**config.mk**
```make
export PLATFORM = sky130hd
export DESIGN_NAME = led_sequencer
export DESIGN_NICKNAME = d
export VERILOG_FILES = /design/src/rtl/led_seq_pkg.sv /design/src/rtl/button_edge.sv /design/src/rtl/led_sequencer.sv
export SDC_FILE = /design/constraint.sdc
export NUM_CORES = 1
export LEC_CHECK = 0
export BUFFER_PORTS_ARGS = -buffer_cell sky130_fd_sc_hd__buf_2
export CAP_MARGIN = 20
export CORE_MARGIN = 4
export CORE_UTILIZATION = 54
export DETAILED_ROUTE_END_ITERATION = 7
export PLACE_DENSITY = 0.76
export SYNTH_ARGS = -nofsm -noshare
export SYNTH_HDL_FRONTEND = slang
export SYNTH_SLANG_ARGS = --single-unit
```
**constraint.sdc**
```tcl
create_clock -name clk -period 2.4 [get_ports clk]
set_clock_uncertainty 0.2 [all_clocks]
set_input_delay 0.12 -clock clk [delete_from_list [all_inputs] [get_ports clk]]
set_output_delay 0.12 -clock clk [all_outputs]
set_load 0.005 [all_outputs]
```
**src/rtl/led_seq_pkg.sv**
```systemverilog
// rtl/led_seq_pkg.sv - shared types and step-advance helper for led_sequencer
package led_seq_pkg;

  typedef enum logic [1:0] {
    IDLE  = 2'd0,
    RUN   = 2'd1,
    PAUSE = 2'd2
  } state_e;

  typedef enum logic [1:0] {
    ONESHOT  = 2'd0,
    LOOP     = 2'd1,
    PINGPONG = 2'd2
  } mode_e;

  // Widest step index the helper handles; callers zero-extend and truncate.
  localparam int MAX_STEP_W = 8;

  localparam logic DIR_UP   = 1'b1;
  localparam logic DIR_DOWN = 1'b0;

  typedef struct packed {
    logic [MAX_STEP_W-1:0] step;
    logic                  dir;
    logic                  wrap;
  } step_adv_t;

  // Next step/direction after a dwell expires; wrap marks a return to step 0.
  function automatic step_adv_t next_step(input logic [MAX_STEP_W-1:0] step,
                                          input logic                  dir,
                                          input logic [MAX_STEP_W-1:0] last,
                                          input mode_e                 mode);
    step_adv_t r;
    r.step = step + MAX_STEP_W'(1);
    r.dir  = dir;
    r.wrap = 1'b0;
    case (mode)
      PINGPONG: begin
        if (last == '0) begin
          // Single-step ping-pong just re-enters step 0 every pass.
          r.step = '0;
          r.dir  = DIR_UP;
          r.wrap = 1'b1;
        end else if (dir == DIR_DOWN || step == last) begin
          if (step <= MAX_STEP_W'(1)) begin
            r.step = '0;
            r.dir  = DIR_UP;
            r.wrap = 1'b1;
          end else begin
            r.step = step - MAX_STEP_W'(1);
            r.dir  = DIR_DOWN;
          end
        end
      end
      default: begin
        if (step == last) begin
          r.step = '0;
          r.wrap = 1'b1;
        end
      end
    endcase
    return r;
  endfunction

endpackage

```
**src/rtl/button_edge.sv**
```systemverilog
// rtl/button_edge.sv - push-button synchroniser and rising-edge pulse
module button_edge (
  input  logic clk,
  input  logic reset,
  input  logic i_button,
  output logic o_btn_rise
);

  logic r_sync1;
  logic r_sync2;
  logic r_prev;

  // Two-flop synchroniser followed by a delayed copy for edge detection.
  always_ff @(posedge clk or posedge reset) begin
    if (reset) begin
      r_sync1 <= 1'b0;
      r_sync2 <= 1'b0;
      r_prev  <= 1'b0;
    end else begin
      r_sync1 <= i_button;
      r_sync2 <= r_sync1;
      r_prev  <= r_sync2;
    end
  end

  assign o_btn_rise = r_sync2 & ~r_prev;

endmodule

```
**src/rtl/led_sequencer.sv**
```systemverilog
// rtl/led_sequencer.sv - programmable LED step sequencer top level
module led_sequencer
  import led_seq_pkg::*;
#(
  parameter int NUM_CH    = 3,
  parameter int NUM_STEPS = 4,
  parameter int DUR_WIDTH = 8,
  localparam int STEP_W   = (NUM_STEPS > 1) ? $clog2(NUM_STEPS) : 1
) (
  input  logic                 clk,
  input  logic                 reset,
  input  logic                 button,
  input  logic                 stop,
  input  logic [1:0]           mode,
  input  logic [STEP_W-1:0]    last_step,
  input  logic                 cfg_we,
  input  logic [STEP_W-1:0]    cfg_addr,
  input  logic [NUM_CH-1:0]    cfg_pattern,
  input  logic [DUR_WIDTH-1:0] cfg_dur,
  output logic [NUM_CH-1:0]    leds,
  output logic                 busy,
  output logic [STEP_W-1:0]    step_idx,
  output logic                 done
);

  localparam logic [STEP_W-1:0] LAST_MAX = STEP_W'(NUM_STEPS - 1);

  logic [NUM_CH-1:0]    r_pat [NUM_STEPS];
  logic [DUR_WIDTH-1:0] r_dur [NUM_STEPS];

  state_e               r_state;
  state_e               w_state_nxt;
  logic [STEP_W-1:0]    r_step;
  logic [STEP_W-1:0]    w_step_nxt;
  logic                 r_dir;
  logic                 w_dir_nxt;
  logic [DUR_WIDTH-1:0] r_cnt;
  logic [DUR_WIDTH-1:0] w_cnt_nxt;
  mode_e                r_mode;
  mode_e                w_mode_sel;
  logic [STEP_W-1:0]    r_last;
  logic [STEP_W-1:0]    w_last_clamped;
  logic                 w_capture;
  logic                 w_wrap;
  logic                 w_expire;
  logic                 w_btn_rise;
  step_adv_t            w_adv;

  logic [NUM_CH-1:0]    r_leds;
  logic                 r_busy;
  logic                 r_done;

  button_edge u_button_edge (
    .clk        (clk),
    .reset      (reset),
    .i_button   (button),
    .o_btn_rise (w_btn_rise)
  );

  assign w_expire       = (r_cnt == r_dur[r_step]);
  assign w_last_clamped = (last_step > LAST_MAX) ? LAST_MAX : last_step;
  assign w_adv          = next_step(MAX_STEP_W'(r_step), r_dir,
                                    MAX_STEP_W'(r_last), r_mode);

  // Reserved mode encoding plays back as one-shot.
  always_comb begin
    w_mode_sel = ONESHOT;
    case (mode)
      2'd1:    w_mode_sel = LOOP;
      2'd2:    w_mode_sel = PINGPONG;
      default: w_mode_sel = ONESHOT;
    endcase
  end

  // Step table: writable only while idle, out-of-range addresses are dropped.
  always_ff @(posedge clk or posedge reset) begin
    if (reset) begin
      for (int i = 0; i < NUM_STEPS; i++) begin
        r_pat[i] <= '0;
        r_dur[i] <= '0;
      end
    end else if (r_state == IDLE && cfg_we && cfg_addr <= LAST_MAX) begin
      r_pat[cfg_addr] <= cfg_pattern;
      r_dur[cfg_addr] <= cfg_dur;
    end
  end

  // Next-state, step, direction and dwell counter; stop has top priority.
  always_comb begin
    w_state_nxt = r_state;
    w_step_nxt  = r_step;
    w_dir_nxt   = r_dir;
    w_cnt_nxt   = r_cnt;
    w_wrap      = 1'b0;
    w_capture   = 1'b0;
    if (stop) begin
      w_state_nxt = IDLE;
      w_step_nxt  = '0;
      w_dir_nxt   = DIR_UP;
      w_cnt_nxt   = '0;
    end else begin
      case (r_state)
        IDLE: begin
          if (w_btn_rise) begin
            w_state_nxt = RUN;
            w_step_nxt  = '0;
            w_dir_nxt   = DIR_UP;
            w_cnt_nxt   = '0;
            w_capture   = 1'b1;
          end
        end
        RUN: begin
          if (w_btn_rise) begin
            // Pause wins over expiry; a terminal count is held so the
            // advance happens on the first cycle after resume.
            w_state_nxt = PAUSE;
            if (!w_expire) begin
              w_cnt_nxt = r_cnt + DUR_WIDTH'(1);
            end
          end else if (w_expire) begin
            w_cnt_nxt  = '0;
            w_step_nxt = STEP_W'(w_adv.step);
            w_dir_nxt  = w_adv.dir;
            w_wrap     = w_adv.wrap;
            if (w_adv.wrap && r_mode == ONESHOT) begin
              w_state_nxt = IDLE;
              w_step_nxt  = '0;
              w_dir_nxt   = DIR_UP;
            end
          end else begin
            w_cnt_nxt = r_cnt + DUR_WIDTH'(1);
          end
        end
        PAUSE: begin
          if (w_btn_rise) begin
            w_state_nxt = RUN;
          end
        end
        default: begin
          w_state_nxt = state_e'(2'bxx);
        end
      endcase
    end
  end

  // Sequencer state registers plus mode/last-step captured at start.
  always_ff @(posedge clk or posedge reset) begin
    if (reset) begin
      r_state <= IDLE;
      r_step  <= '0;
      r_dir   <= DIR_UP;
      r_cnt   <= '0;
      r_mode  <= ONESHOT;
      r_last  <= '0;
    end else begin
      r_state <= w_state_nxt;
      r_step  <= w_step_nxt;
      r_dir   <= w_dir_nxt;
      r_cnt   <= w_cnt_nxt;
      if (w_capture) begin
        r_mode <= w_mode_sel;
        r_last <= w_last_clamped;
      end
    end
  end

  // Outputs registered from next-state values so they move with the state.
  always_ff @(posedge clk or posedge reset) begin
    if (reset) begin
      r_leds <= '0;
      r_busy <= 1'b0;
      r_done <= 1'b0;
    end else begin
      r_leds <= (w_state_nxt == IDLE) ? '0 : r_pat[w_step_nxt];
      r_busy <= (w_state_nxt != IDLE);
      r_done <= w_wrap;
    end
  end

  assign leds     = r_leds;
  assign busy     = r_busy;
  assign step_idx = r_step;
  assign done     = r_done;

endmodule

```
Yosys cells after proc, flatten, opt, wreduce, memory -nomap -nowiden

Cells that the tools add are included.

Word-level logic and storage cells: 118
Register bits after elaboration: 69
Input bits: 22

Add/subtract/negate cells: 3
Bitwise operators: 6
$lt $le $gt $ge: 7
Reduce and logical (&&, ||, !) cells: 14
Mux-type cells: 55
Equal/unequal tests: 13

Operators with widths:

| cell                | number |
|---|---|
| $mux 8              | 8 |
| $bwmux 32           | 1 |
| $mux 2              | 13 |
| $bmux 8 s2          | 1 |
| $demux 8 s2         | 1 |
| $mux 1              | 16 |
| $pmux 8 s2          | 1 |
| $mux 3              | 5 |
| $bwmux 12           | 1 |
| $pmux 2 s2          | 3 |
| $ge 3x3->1 const B  | 3 |
| $not 2->3           | 3 |
| $add 8x1->8 const B | 1 |
| $eq 8x8->1          | 1 |
| $logic_not 2->1     | 4 |
| $mux 4              | 2 |
| $bmux 3 s2          | 1 |
| $demux 3 s2         | 1 |
| $eq 2x2->1 const B  | 3 |
| $ne 3x3->1 const B  | 2 |
| $reduce_and 6->1    | 1 |
| $ne 5x5->1 const B  | 1 |
| $eq 2x1->1 const B  | 2 |
| $logic_and 1x1->1   | 4 |
| 18 further kinds    | 19 |

Longest topological paths before layout

Depth after elaboration: 16
Depth in mapped cells: 9
Gate-level depth less buffers: 8

Cells and area by module

Synthesis repeated with hierarchy kept, for this count alone.

Cell total of the unflattened synthesis: 295
Area, all modules: 3519.6 µm²

Modules (own cells, without submodules):

| module        | area each (µm²) | sequential area each (µm²) | instances | cells each |
|---|---|---|---|---|
| led_sequencer | 3427.0          | 1652.8                     | 1         | 290 |
| button_edge   | 92.6            | 75.1                       | 1         | 5 |

Worst setup path before layout

No wires, ideal clock.

Path type: reg2reg
From: register r_step[0], in the netlist step_idx[0]
To: register r_leds[0], in the netlist leds[0]
Data arrival time: 2.186 ns
Setup time: 0.136 ns
Clock period less this slack: 2.522 ns
Path slack: -0.122 ns
Data required time: 2.064 ns
Stages on the path, launching flop included: 9
Cells stage by stage: dfrtp_1 -> buf_6 -> mux4_2 -> xnor2_1 -> nand4_1 -> o31ai_4 -> o211ai_4 -> mux2i_1 -> o22ai_1

Cells in the longest elaborated chain, start to end: 16

Ends and longest elaborated chain:

| element                                    | line                                                    | source |
|---|---|---|
| start: declaration                         | led_sequencer.sv:33                                     | `logic [STEP_W-1:0] r_step;` |
| start signal: assignment                   | led_sequencer.sv:157                                    | `r_step <= w_step_nxt;` |
| $le 2x1->1 or $eq 2x2->1 (tied branches)   | led_seq_pkg.sv:45, led_seq_pkg.sv:44, led_seq_pkg.sv:56 |  |
| $mux 1 or $logic_or 1x1->1 (tied branches) | led_seq_pkg.sv:45, led_seq_pkg.sv:44                    |  |
| $mux 4                                     | led_seq_pkg.sv:44                                       | `end else if (dir == DIR_DOWN \|\| step == last) begin` |
| $mux 4                                     | led_seq_pkg.sv:39                                       | `if (last == '0) begin` |
| $mux 1                                     | led_seq_pkg.sv:37                                       | `case (mode)` |
| $logic_and 1x1->1                          | led_sequencer.sv:125                                    | `if (w_adv.wrap && r_mode == ONESHOT) begin` |
| $mux 2                                     | led_sequencer.sv:125                                    |  |
| $mux 2                                     | led_sequencer.sv:120                                    | `end else if (w_expire) begin` |
| $mux 2                                     | led_sequencer.sv:113                                    | `if (w_btn_rise) begin` |
| $pmux 2 s2                                 | led_sequencer.sv:102                                    | `case (r_state)` |
| $mux 2                                     | led_sequencer.sv:96                                     | `if (stop) begin` |
| $not 2->3 (implied by the code)            | led_sequencer.sv:174                                    | `r_leds <= (w_state_nxt == IDLE) ? '0 : r_pat[w_step_nxt];` |
| $bmux 3 s2                                 | led_sequencer.sv:174                                    |  |
| $mux 3 (implied by the code) (2 in series) | led_sequencer.sv:174                                    |  |
| $mux 3 *                                   | led_sequencer.sv:174                                    |  |
| end signal: assignment                     | led_sequencer.sv:174                                    |  |
| end: declaration                           | led_sequencer.sv:49                                     | `logic [NUM_CH-1:0] r_leds;` |

Every way passes the cells marked *; elsewhere a longest branch is shown, timed or not. The select of a mux whose other input is x is not followed.
A chain may end at the register's enable or synchronous reset.

Final worst setup path

From: register r_step[0], in the netlist step_idx[0]
To: register r_dir

Cells in the longest elaborated chain, start to end: 11

Ends and longest elaborated chain:

| element                                    | line                                                    | source |
|---|---|---|
| $le 2x1->1 or $eq 2x2->1 (tied branches)   | led_seq_pkg.sv:45, led_seq_pkg.sv:44, led_seq_pkg.sv:56 |  |
| $mux 1 or $logic_or 1x1->1 (tied branches) | led_seq_pkg.sv:45, led_seq_pkg.sv:44                    |  |
| $mux 4                                     | led_seq_pkg.sv:44                                       |  |
| $mux 4                                     | led_seq_pkg.sv:39                                       |  |
| $mux 1                                     | led_seq_pkg.sv:37                                       |  |
| $logic_and 1x1->1                          | led_sequencer.sv:125                                    |  |
| $mux 1                                     | led_sequencer.sv:125                                    |  |
| $mux 1                                     | led_sequencer.sv:120                                    |  |
| $mux 1                                     | led_sequencer.sv:113                                    |  |
| $pmux 1 s2                                 | led_sequencer.sv:102                                    |  |
| $mux 1                                     | led_sequencer.sv:96                                     |  |
| end signal: assignment                     | led_sequencer.sv:158                                    | `r_dir <= w_dir_nxt;` |
| end: declaration                           | led_sequencer.sv:35                                     | `logic r_dir;` |

Several ways; a longest one is shown, not always the timed one. The select of a mux whose other input is x is not followed.

==> run summary <==
Status: complete, but fails checks
Failing checks: setup timing
Die area: 7700 sq um
Detail Placement HPWL: 4.77 mm
Reg-to-reg startpoint: step_idx[0]
GRT Total Usage: 20.3%
DR vias: 2444
Post-synth top area share: 49.5%
Seq cells post-synth: 69
Die Span Y: 87.8 um
Max_cap viols: 0
Placed instance count: 390
Via/cell ratio: 5.67
Final period utilization: 111%
Worst-margin pin slew: 0.414 ns
Switching power total: 0.000939 W
Die width: 87.8 um
P_int: 0.00230 W
Drt pass-1 iters: 4
Htree depth: 3
Io pins: 29
Final RePlAce weighted congestion: 0.837
Clk buf depth: 2
Core area: 6060 sq um
Top Usage Layer GRT: met2
Synth Instances: 273
Worst slack, placed: -0.293 ns
Switching share of power: 29.0%
Max VDD drop: 584 uV
Initial DRC count: 67
Row count: 28
Data arrival, critical path: 2.77 ns
Slew Limit Fails: 0
Worst EP required: 2.50 ns
Syn nets: 299
Routed Antenna Nets: 0
Main area contributors after synthesis: dfrtp_1 (50%), mux2_2 (15%), mux4_2 (4.6%)
Clk pwr share: 30.0%
Clk slew on worst S/H paths: 0.09 ns
Hold Fails Final Rpt: 0
Synthesized cell area: 3430 sq um
Hold WS: 0.149 ns
First-pass GRT wire length: 11.9 mm
Crit path time final: 2.66 ns
Max frequency: 375 MHz
Non-Filler Instances: 431
Worst hold start: cfg_addr[0]
Seq pwr share: 46.7%
Worst-path fanout max: 7
WL per Instance: 17.0 um
Synthesized area per cell: 12.6 sq um
Setup crit end kind: flop
Setup_tns: -2.73 ns
Initial antenna violation count: 0
Met3 Usage GRT: 5.08%
Total CTS buffers: 9
Leakage: 1.94 nW
Min-delay worst type: input port to flop
Critical Path Start: step_idx[0]
Top-count cell post-synth: dfrtp_1
PD cells: 722 nW/um^2
DRC viols: 0
# fillers: 395
Routed WL: 7.33 mm
Logic pwr share: 23.3%
Seq/Total Area, Yosys: 50.3%
IO Port Bufs: 28
WS Path Type: flop to flop
EDFF count, synth: 0
Pin count of the biggest net entering global routing: 70
Ant diodes: 0
Global route total overflow: 0
Ys Warns: 0
Relative slew slack: 72.4%
CTS Sinks: 69
CTS tree: built
Largest area contributor in the netlist: dfrtp_1
Nets: 377
Final WS setup: -0.263 ns
Primary FF master, synth: dfrtp_1
Top cells by count, synth: dfrtp_1 (68), mux2_2 (46), nor2_1 (15)
Area grow syn2layout: 30.6%
Met2 Usage GRT: 31.8%
Synth cell types: 52
Initial Util: 56.7%
Final setup viols: 15
Startpoint Class: flop
CTS root buf: clkbuf_8
Number of global-route vias before repair: 2411
RSZ-0062 raised after global routing: yes
Ys async rst share: 100%
Share of cells above drive strength 1: 48.0%
Met1 GRT Util: 27.7%
Worst-Skew Late Latency: 0.37 ns
[per-stage QoR]
stage / util (%) / power, W / cell area [sq um]
2_1_floorplan: - / 0.00197 / 3470
3_3_place_gp: 63.5 / 0.00214 / 3850
3_5_place_dp: 63.5 / 0.00217 / 3850
4_1_cts: 70.6 / 0.00318 / 4280
5_1_grt: 74.0 / 0.00340 / 4490
6_report: 74.0 / 0.00324 / 4490
[cell usage in the layout, fill, tap and decap left out, types with 5 or more instances in the layout]
cell type      instances
dfrtp_1               67
mux2_2                46
buf_2                 28
buf_4                 20
dlygate4sd3_1         19
nor2_1                14
nand2_1               13
inv_1                 10
clkbuf_8               9
nand2b_1               7
mux4_2                 7
mux2i_1                7
o21ai_2                6
buf_6                  6
xnor2_2                5
o21ai_0                5
a21oi_1                5
[sequential cells by signal, summed over array words and instances (netlist names), 2 cells and up]
| signal | count |
|---|---|
| r_dur | 32 |
| r_mode | 2 |
| r_state | 2 |
| r_cnt | 8 |
| step_idx | 2 |
| r_last | 2 |
| leds | 3 |
| r_pat | 12 |
[power groups by stage]
stage / logic, W / clock network (W) / registers, W
6_report: 0.000754 / 0.000973 / 0.00151
5_1_grt: 0.000823 / 0.00104 / 0.00154
4_1_cts: 0.000679 / 0.000991 / 0.00151
3_5_place_dp: 0.000646 / 0 / 0.00153
3_3_place_gp: 0.000621 / 0 / 0.00152
2_1_floorplan: 0.000492 / 0 / 0.00148
[critical path, stage by stage, from the launching register on]
cell	delay (ns)
dfrtp_1	0.43
buf_12	0.15
mux4_2	0.52
xnor2_2	0.22
nand4_4	0.16
buf_4	0.17
nor2_4	0.17
buf_6	0.15
o2111ai_2	0.08
a21oi_1	0.18
o32a_1	0.15
[final timing paths]
kind	to	slack (ns)	cells past startpoint
max	r_dir	-0.26	10
min in group asynchronous	r_dur[20]	0.17	4
max in group asynchronous	r_dir	1.51	4
min	r_dur[20]	0.15	4
min reg2reg	u_button_edge.r_sync2	0.17	0
max reg2reg	r_dir	-0.26	10
[routing by layer]
metal  vias to the layer above  wire length (um)  part of all wire, %
li1                       1164                 -                    -
met1                      1219              3300                   45
met2                        54              3660                   50
met3                         7               286                  3.9
met4                         0                81                  1.1
met5                         -                 0                    0
[logic make-up after synthesis]
family	Yosys count	share of synthesized area [%]
and+or+nand+nor	67	10.6
xor gates and xnor gates	10	3.42
DFF	69	50.3
AOI/OAI and AO/OA	43	9.33
buffers and inverters	19	2.37
adders and majority gates	4	1.46
muxes	61	22.5
[final cells by class]
class / count / area [sq um] / share of cell area, %
Multi-Input combinational cell: 185 / 1840 / 40.9
Sequential cell: 69 / 1730 / 38.5
Timing Repair Buffer: 75 / 588 / 13.1
Clock buffer: 10 / 128 / 2.84
Tap cell: 75 / 93.8 / 2.09
Clock inverter: 6 / 71.3 / 1.59
Inverter: 11 / 41.3 / 0.920
[timing repair]
action,4_1_cts,5_1_grt
cloned,0,1
gates resized for setup,8,33
pin swaps,2,12
endpoints found under the setup margin,15,19
setup buffers,1,4
hold endpoints to repair,122,0
hold buffers,19,0
No activity file was read; power rests on OpenSTA's default activity.
